**src/rtl/fec_pkg.sv**
```systemverilog
// Shared FEC/UART definitions used by the UART TX arbiter slice.
package fec_pkg;

  localparam int unsigned UART_MDW   = 8;
  localparam int unsigned UART_FAW   = 4;
  localparam int unsigned ARB_HOLD_W = 16;

  typedef enum logic [1:0] {
    ARB_IDLE,
    ARB_GRANT,
    ARB_DRAIN
  } arb_state_t;

endpackage

```
**src/rtl/uart_tx_arb_pick.sv**
```systemverilog
// Combinational winner selection for the UART TX arbiter: one-hot result,
// zero when nobody requests.
module uart_tx_arb_pick (
  input  logic [1:0] req,
  input  logic       prio_mode,
  input  logic       last_served,
  output logic [1:0] pick
);

  // Single requester wins outright; a tie goes to requester 0 under fixed
  // priority, otherwise to whichever requester was not served last.
  always_comb begin
    pick = '0;
    case (req)
      2'b01:   pick = 2'b01;
      2'b10:   pick = 2'b10;
      2'b11:   pick = (prio_mode || last_served) ? 2'b01 : 2'b10;
      default: pick = '0;
    endcase
  end

endmodule

```
**src/rtl/uart_tx_arbiter.sv**
```systemverilog
// Arbitrates the single UART TX FIFO write port between two message-oriented
// requesters, with FIFO backpressure, optional drain between messages and a
// hold watchdog.
module uart_tx_arbiter
  import fec_pkg::*;
#(
  parameter int MDW    = UART_MDW,
  parameter int FAW    = UART_FAW,
  parameter int HOLD_W = ARB_HOLD_W
) (
  input  logic              clk,
  input  logic              rst_n,
  input  logic [1:0]        req,
  input  logic [1:0]        wr,
  input  logic [MDW-1:0]    wdata0,
  input  logic [MDW-1:0]    wdata1,
  input  logic [1:0]        last,
  output logic [1:0]        grant,
  output logic [1:0]        wr_ready,
  output logic              fifo_wr,
  output logic [MDW-1:0]    fifo_wdata,
  input  logic              tx_full,
  input  logic              tx_empty,
  input  logic [FAW-1:0]    tx_level,
  input  logic              prio_mode,
  input  logic              drain_en,
  input  logic [HOLD_W-1:0] hold_max,
  output logic [1:0]        drop_err,
  output logic              timeout_flag,
  output logic              arb_busy
);

  localparam logic [HOLD_W-1:0] HOLD_ONE = {{(HOLD_W-1){1'b0}}, 1'b1};

  arb_state_t        state;
  arb_state_t        state_next;
  logic              owner;
  logic              last_served;
  logic [HOLD_W-1:0] hold_cnt;

  logic [1:0]        pick;
  logic              space_ok;
  logic              acc;
  logic              expire;
  logic              release_evt;
  logic              owner_next;
  logic              last_served_next;
  logic [1:0]        grant_next;
  logic [HOLD_W-1:0] hold_cnt_next;
  logic              arm_next;

  uart_tx_arb_pick u_pick (
    .req         (req),
    .prio_mode   (prio_mode),
    .last_served (last_served),
    .pick        (pick)
  );

  // State register.
  always_ff @(posedge clk or negedge rst_n) begin
    if (!rst_n) state <= ARB_IDLE;
    else        state <= state_next;
  end

  // Next-state logic; a watchdog release always returns straight to idle.
  always_comb begin
    state_next = state;
    case (state)
      ARB_IDLE:  if (|req) state_next = ARB_GRANT;
      ARB_GRANT: begin
        if (expire)           state_next = ARB_IDLE;
        else if (release_evt) state_next = drain_en ? ARB_DRAIN : ARB_IDLE;
      end
      ARB_DRAIN: if (tx_empty && !fifo_wr) state_next = ARB_IDLE;
      default:   state_next = ARB_IDLE;
    endcase
  end

  // Handshake, release and watchdog decode plus next values of the
  // registered outputs.
  // timeout_flag is registered one cycle ahead of expiry (armed when the
  // counter is about to reach hold_max-1) so that it is high in the very
  // cycle the forced release is taken.
  always_comb begin
    space_ok    = !tx_full && !(fifo_wr && (tx_level == '1));
    wr_ready    = grant & {2{space_ok}};
    acc         = |(wr & wr_ready);
    expire      = timeout_flag && !acc;
    release_evt = (state == ARB_GRANT) &&
                  ((acc && last[owner]) || !req[owner] || expire);
    arb_busy    = (state != ARB_IDLE);

    owner_next       = owner;
    last_served_next = release_evt ? owner : last_served;
    grant_next       = grant;
    case (state)
      ARB_IDLE: begin
        if (|req) begin
          grant_next = pick;
          owner_next = pick[1];
        end
      end
      ARB_GRANT: if (release_evt) grant_next = '0;
      default:   grant_next = '0;
    endcase

    hold_cnt_next = '0;
    if (state == ARB_GRANT && !acc)
      hold_cnt_next = (hold_cnt == '1) ? hold_cnt : hold_cnt + HOLD_ONE;

    arm_next = (state_next == ARB_GRANT) && (hold_max != '0) &&
               (hold_cnt_next == hold_max - HOLD_ONE);
  end

  // Grant, datapath and watchdog registers.
  always_ff @(posedge clk or negedge rst_n) begin
    if (!rst_n) begin
      grant        <= '0;
      owner        <= 1'b0;
      last_served  <= 1'b1;
      hold_cnt     <= '0;
      timeout_flag <= 1'b0;
      drop_err     <= '0;
      fifo_wr      <= 1'b0;
      fifo_wdata   <= '0;
    end else begin
      grant        <= grant_next;
      owner        <= owner_next;
      last_served  <= last_served_next;
      hold_cnt     <= hold_cnt_next;
      timeout_flag <= arm_next;
      drop_err     <= wr & ~wr_ready;
      fifo_wr      <= acc;
      if (acc) fifo_wdata <= owner ? wdata1 : wdata0;
    end
  end

endmodule

```
**config.mk**
```make
export PLATFORM = sky130hd
export DESIGN_NAME = uart_tx_arbiter
export DESIGN_NICKNAME = d
export VERILOG_FILES = /design/src/rtl/fec_pkg.sv /design/src/rtl/uart_tx_arb_pick.sv /design/src/rtl/uart_tx_arbiter.sv
export SDC_FILE = /design/constraint.sdc
export NUM_CORES = 1
export LEC_CHECK = 0
export CAP_MARGIN = 15
export CORE_ASPECT_RATIO = 1.1
export CORE_MARGIN = 2
export CORE_UTILIZATION = 44
export DETAILED_ROUTE_END_ITERATION = 7
export GPL_TIMING_DRIVEN = 0
export PLACE_DENSITY = 0.75
export SYNTH_ARGS = -nofsm -noshare
export SYNTH_HDL_FRONTEND = slang
export SYNTH_HIERARCHICAL = 1
export SYNTH_SLANG_ARGS = --single-unit
```
**constraint.sdc**
```tcl
create_clock -name clk -period 2.5 [get_ports clk]
set_input_delay 0.25 -clock clk [delete_from_list [all_inputs] [get_ports clk]]
set_output_delay 0.25 -clock clk [all_outputs]
set_load 0.01 [all_outputs]
```
# Word-level counts from Yosys, hierarchy flattened
# Index checks and enable logic that the tools add are counted.
# totals
word_cells	69
input_bits	48
ff_bits	34
latchBits	0
out_inout_bits	17
mem_bits_rw	0
mem_count	0
romBits	0
# classes
shift	0
div_mod_pow	0
n_mul	0
magnitude_cmp	1
eq_ne	11
n_reduce_logical	24
add_sub_neg	2
muxes	18
n_bitwise	4
# ops
op	n
$mux W16	2
$add A16 B1 Y16 const B	1
$eq A16 B16 Y1	1
$eq A16 B16 Y1 const B	1
$mux W2	8
$reduce_bool A16 Y1	1
$sub A16 B1 Y16 const B	1
$pmux W2 S3	2
$logic_and A1 B1 Y1	9
$mux W8	1
$and A2 B2 Y2	3
$eq A2 B1 Y1 const B	3
$eq A2 B2 Y1 const B	3
$logic_not A1 Y1	5
$eq A4 B4 Y1 const B	1
$mux W1	4
$ne A2 B2 Y1 const B	2
$pmux W2 S2	1
$reduce_and A2 Y1	2
$reduce_or A2 Y1	2
$logic_or A1 B1 Y1	3
$logic_not A2 Y1	1
$lt A1 B2 Y1 const B	1
$not A2 Y2	1
$reduce_bool A2 Y1	1

# Logic depth before layout (Yosys ltp)
# logic_depth
depth_word	17
mapped_depth	9
mapped_depth_nobuf	8

# By module
# Netlist, hierarchy kept.
# modules_own_cells
module	n_inst	area_per_inst_um2	cells_each
uart_tx_arbiter	1	2362.3	262
uart_tx_arb_pick	1	22.5	4

# Least setup slack after synthesis
# No wires, ideal clock.
# synth_path
path_kind	input to register
from	in hold_max[6]
to	reg timeout_flag
required_ns	2.389
path_slack_ns	-0.154
cell_stages	7
arrival_time_ns	2.542
path_buffers	0
cell_sequence	or4_4 > or4_4 > or3_1 > a211o_1 > a222oi_1 > nand4_1 > a2111oi_2
# synth_via
elab_chain_cells	3
word_cells_on_any_way	5
cone_classes	1 x add/sub; 1 x eq/ne; 3 x reduce/logical
# synth_rtl
item	line	rtl
start, declared	uart_tx_arbiter.sv:27	input logic [HOLD_W-1:0] hold_max,
$sub A16 B1 Y16 / $reduce_bool A16 Y1 (equally long branches)	uart_tx_arbiter.sv:112, uart_tx_arbiter.sv:111	
$eq A16 B16 Y1 / $logic_and A1 B1 Y1 (equally long branches)	uart_tx_arbiter.sv:112, uart_tx_arbiter.sv:111	
$logic_and A1 B1 Y1 (*)	uart_tx_arbiter.sv:111	arm_next = (state_next == ARB_GRANT) && (hold_max != '0) &&
net arm_next	uart_tx_arbiter.sv:50	logic arm_next;
end signal, assigned	uart_tx_arbiter.sv:131	timeout_flag <= arm_next;
end, declared	uart_tx_arbiter.sv:29	output logic timeout_flag,
# Mark *: on every way through the listed nets, which the timed path passes. The rest lies on a longest branch.
# A chain may end at the register's enable or synchronous reset.

# Final worst setup path
# layout_path
from	reg hold_cnt[0]
to	reg timeout_flag
# layout_via
elab_chain_cells	5
word_cells_on_any_way	6
cone_classes	1 x add/sub; 2 x eq/ne; 2 x mux; 1 x reduce/logical
# layout_rtl
item	line	rtl
start, declared	uart_tx_arbiter.sv:39	logic [HOLD_W-1:0] hold_cnt;
start signal, assigned	uart_tx_arbiter.sv:130	hold_cnt <= hold_cnt_next;
$add A16 B1 Y16 / $eq A16 B16 Y1 (equally long branches)	uart_tx_arbiter.sv:109	hold_cnt_next = (hold_cnt == '1) ? hold_cnt : hold_cnt + HOLD_ONE;
$mux W16 (*)	uart_tx_arbiter.sv:109	
$mux W16 (*)	uart_tx_arbiter.sv:108	if (state == ARB_GRANT && !acc)
$eq A16 B16 Y1 (*)	uart_tx_arbiter.sv:112	(hold_cnt_next == hold_max - HOLD_ONE);
$logic_and A1 B1 Y1 (*)	uart_tx_arbiter.sv:111	
net arm_next	uart_tx_arbiter.sv:50	
# Marked as above.

==> flow_metrics.py <==
metrics = {
    "power": {
        "leakagePower_nw": 1.414,
        "vdd_drop_max_v": 0.0002964,
        "powerDensity_nw_per_um2": 632.3,
        "finalPower_mw": 2.250,
    },
    "global_routing": {
        "grt_pass1_vias": 2300,
        "grt_pass1_wl_um": 10320,
        "grt_max_degree": 35,
        "antenna_found_initial": 0,
        "grt_usage_pct": 22.28,
        "grt-ovfl-total": 0,
    },
    "yosys": {
        "syn_inst": 266,
        "synthAdderAreaFrac_pct": 1.049,
        "async_flop_share_pct": 100.0,
        "yosysWarnings": 6,
        "ys_seq_elements": 34,
        "muxShareOfSynthArea_pct": 6.925,
        "synth-simple-area-share_pct": 26.97,
        "synth_flop_cell": "dfrtp_1",
        "synth_area_per_cell_sq_um": 8.965,
        "syn_nets": 316,
        "synth_cell_types": 53,
        "synth_top_family_by_area": "simple AND/OR/NAND/NOR gates",
        "synth-compound-area-share_pct": 18.84,
        "synth_area_leaders": "dfrtp_1 (35%), xnor2_1 (5.5%), mux2i_1 (5.0%), nor2_1 (3.5%), o21ai_0 (3.1%)",
        "synth_top_area_cell": "dfrtp_1",
        "synth-xor-area-share_pct": 7.712,
        "synth_edf_count": 0,
        "yosysTopAreaCellShare_pct": 34.63,
        "syn_area_sq_um": 2385,
        "ys_seq_area_share_pct": 35.73,
    },
    "floorplan": {
        "coreArea_sq_um": 5290,
        "die_w_um": 74.20,
        "num_rows": 28,
        "die_area_sq_um": 6026,
        "io_pins": 65,
        "die_h_um": 81.22,
        "start_util_pct": 45.08,
    },
    "setup_path": {
        "rr_startpoint": "hold_cnt[0]",
        "startpoint": "hold_cnt[0]",
        "endpoint_kind": "register",
        "cp_max_fo": 5,
        "critPathMaxStageDelay_ps": 450,
        "worstPathRequired_ps": 2680,
        "path_cells": "ha_4 -> nand4_4 -> or4_1 -> buf_6 -> mux2i_1 -> or3_1 -> a211oi_2 -> nand4_1 -> a2111oi_4",
        "critPathSlowestCell": "or4_1",
        "start_kind": "register",
        "rrSetupSlack_ps": -140,
        "critical-path-top-delay-family": "simple AND/OR/NAND/NOR gates",
        "arrival_ps": 2820,
        "critPathKind": "register to register",
        "worst-path-buf-inv": 1,
    },
    "detailed_routing": {
        "ant_nets": 0,
        "via_per_inst": 5.711,
        "wl_um": 6786,
        "drt-initial-drc-count": 110,
        "drt-wirelength-per-cell_um": 15.71,
        "drc": 0,
        "vias": 2467,
        "dr.pass1.iters": 4,
    },
    "finish": {
        "area_delta_synth_final_pct": 49.21,
        "design_area_sq_um": 3558,
        "final_cell_mix": "clkdlybuf4s50_1 (58), dfrtp_1 (26), nor2_1 (21)",
        "final_common_cell": "clkdlybuf4s50_1",
        "num-nets-final": 406,
        "drive_gt1_share_pct": 21.01,
        "nFillCells": 436,
        "num_antenna_cells": 0,
    },
    "timing": {
        "grt_setup_unrepaired": "true",
        "setup_viol": 1,
        "min_period_ps": 2639,
        "fmax_mhz": 378.9,
        "period_share_pct": 105.6,
        "finalSetupTns_ps": -139.4,
        "finalMaxSlewViolations": 0,
        "worst_pin_slew_ps": 758.4,
        "relSlewSlack_pct": 49.44,
        "hold_viol": 0,
        "worst_slack_ps": -139.4,
        "clock_skew_ps": 2.383,
    },
    "clock_network": {
        "cts_tree": "done",
        "cts_buffer_depth": 2,
        "cts_hold_buf": 0,
        "root_buffer": "clkbuf_8",
        "h-tree-depth": 2,
        "cts_inserted_buffers": 5,
        "cts_sinks": 34,
        "insertion_delay_ps": 290,
        "clkTransAtPathRegs_ps": 70,
    },
    "placed_design": {
        "dp_slack_ps": -931.8,
        "port_buffers": 64,
        "dpl_cell_area_sq_um": 3114,
        "place_hpwl_um": 4636,
        "routabilityCongestion": 0.8658,
    },
    "status": {
        "violations": "negative setup slack",
        "status": "finished with violations",
    },
    "flow_run": {
        "drv_cap": 0,
    },
    "hold_path": {
        "hold_class": "primary input to async pin",
    },
}
[cells in the mapped netlist, types with 3 or more instances]
library cell	n
a211o_1	5
a211oi_1	4
a21oi_1	6
a31oi_1	3
and2_1	4
and3_1	3
and4_1	4
clkbuf_1	6
dfrtp_1	33
inv_1	7
mux2_2	4
mux2i_1	12
nand2_1	19
nand2b_1	3
nand3_1	9
nand4_1	5
nor2_1	22
nor2b_1	4
nor3_1	8
nor4_1	10
o211ai_1	4
o21a_1	5
o21ai_0	15
or3_1	6
or4_1	3
xnor2_1	15
xor2_1	6
[final timing paths]
| kind | end | cells past startpoint |
|---|---|---|
| worst max register to register | timeout_flag | 9 |
| worst max-delay path | timeout_flag | 9 |
| min in group clk | timeout_flag | 4 |
| worst min register to register | fifo_wdata[1] | 2 |
| worst min-delay path | fifo_wdata[4] | 1 |
| max in group asynchronous | hold_cnt[11] | 1 |
[worst register-to-register path, delay by kind of cell (launching register included)]
kind / cells / cell delay [ps]
AOI/OAI and AO/OA: 2 / 530
adders and majority gates: 1 / 180
buffers and inverters: 1 / 160
DFF: 1 / 400
muxes: 1 / 130
and+or+nand+nor: 4 / 1120
[where the power goes]
part / leakage [nW] / switching, mW / internal, mW
clock: 0.0482 / 0.205 / 0.222
sequential: 0.436 / 0.0812 / 0.677
combinational: 0.929 / 0.545 / 0.520
[cell families after synthesis]
family | Yosys count
simple gates | 114
compound gates | 62
flops | 34
xor+xnor | 21
buf+inv | 17
mux | 16
fa+ha+maj | 2
[metrics by stage]
step | hold WS [ps] | std cells | utilization (%)
4_1_cts | 60.70 | 420 | 63.95
3_5_place_dp | 379.3 | 405 | 58.87
5_1_grt | 79.64 | 432 | 67.27
6_report | 25.49 | 432 | 67.27
3_3_place_gp | 462.6 | 405 | 58.96
2_1_floorplan | -45.59 | 266 | -
[state kept, by name, summed over array words and instances (netlist names)]
register      count
owner             1
timeout_flag      1
state             2
grant             2
hold_cnt         16
fifo_wdata        8
last_served       1
fifo_wr           1
drop_err          2
[timing repair]
item | 4_1_cts | 5_1_grt
resized for setup | 39 | 23
buffers inserted | 8 | 12
endpoints found under the setup margin | 1 | 1
pin swaps | 13 | 11
[layer usage]
layer  routed length (um)  global-route usage (%)  part of all wire [%]  vias up
met1                 2830                   26.43                    42     1158
li1                     -                       -                     -     1192
met5                    0                       0                     0        -
met3                  580                   4.467                   8.5       10
met2                 3235                   38.04                    48      107
met4                  140                   10.91                   2.1        0
[cell type report]
cell class	instances	area, sq um	share of cell area (%)
clock inverters	1	5.005	0.1406
plain buffers	9	45.04	1.266
repair buffers	84	789.5	22.19
clock buffers	7	86.33	2.426
well taps	75	93.84	2.637
multi-input cells	215	1648	46.31
inverters	7	30.03	0.8439
flip-flops and latches	34	860.8	24.19
Power figures use the tool's default switching activity.
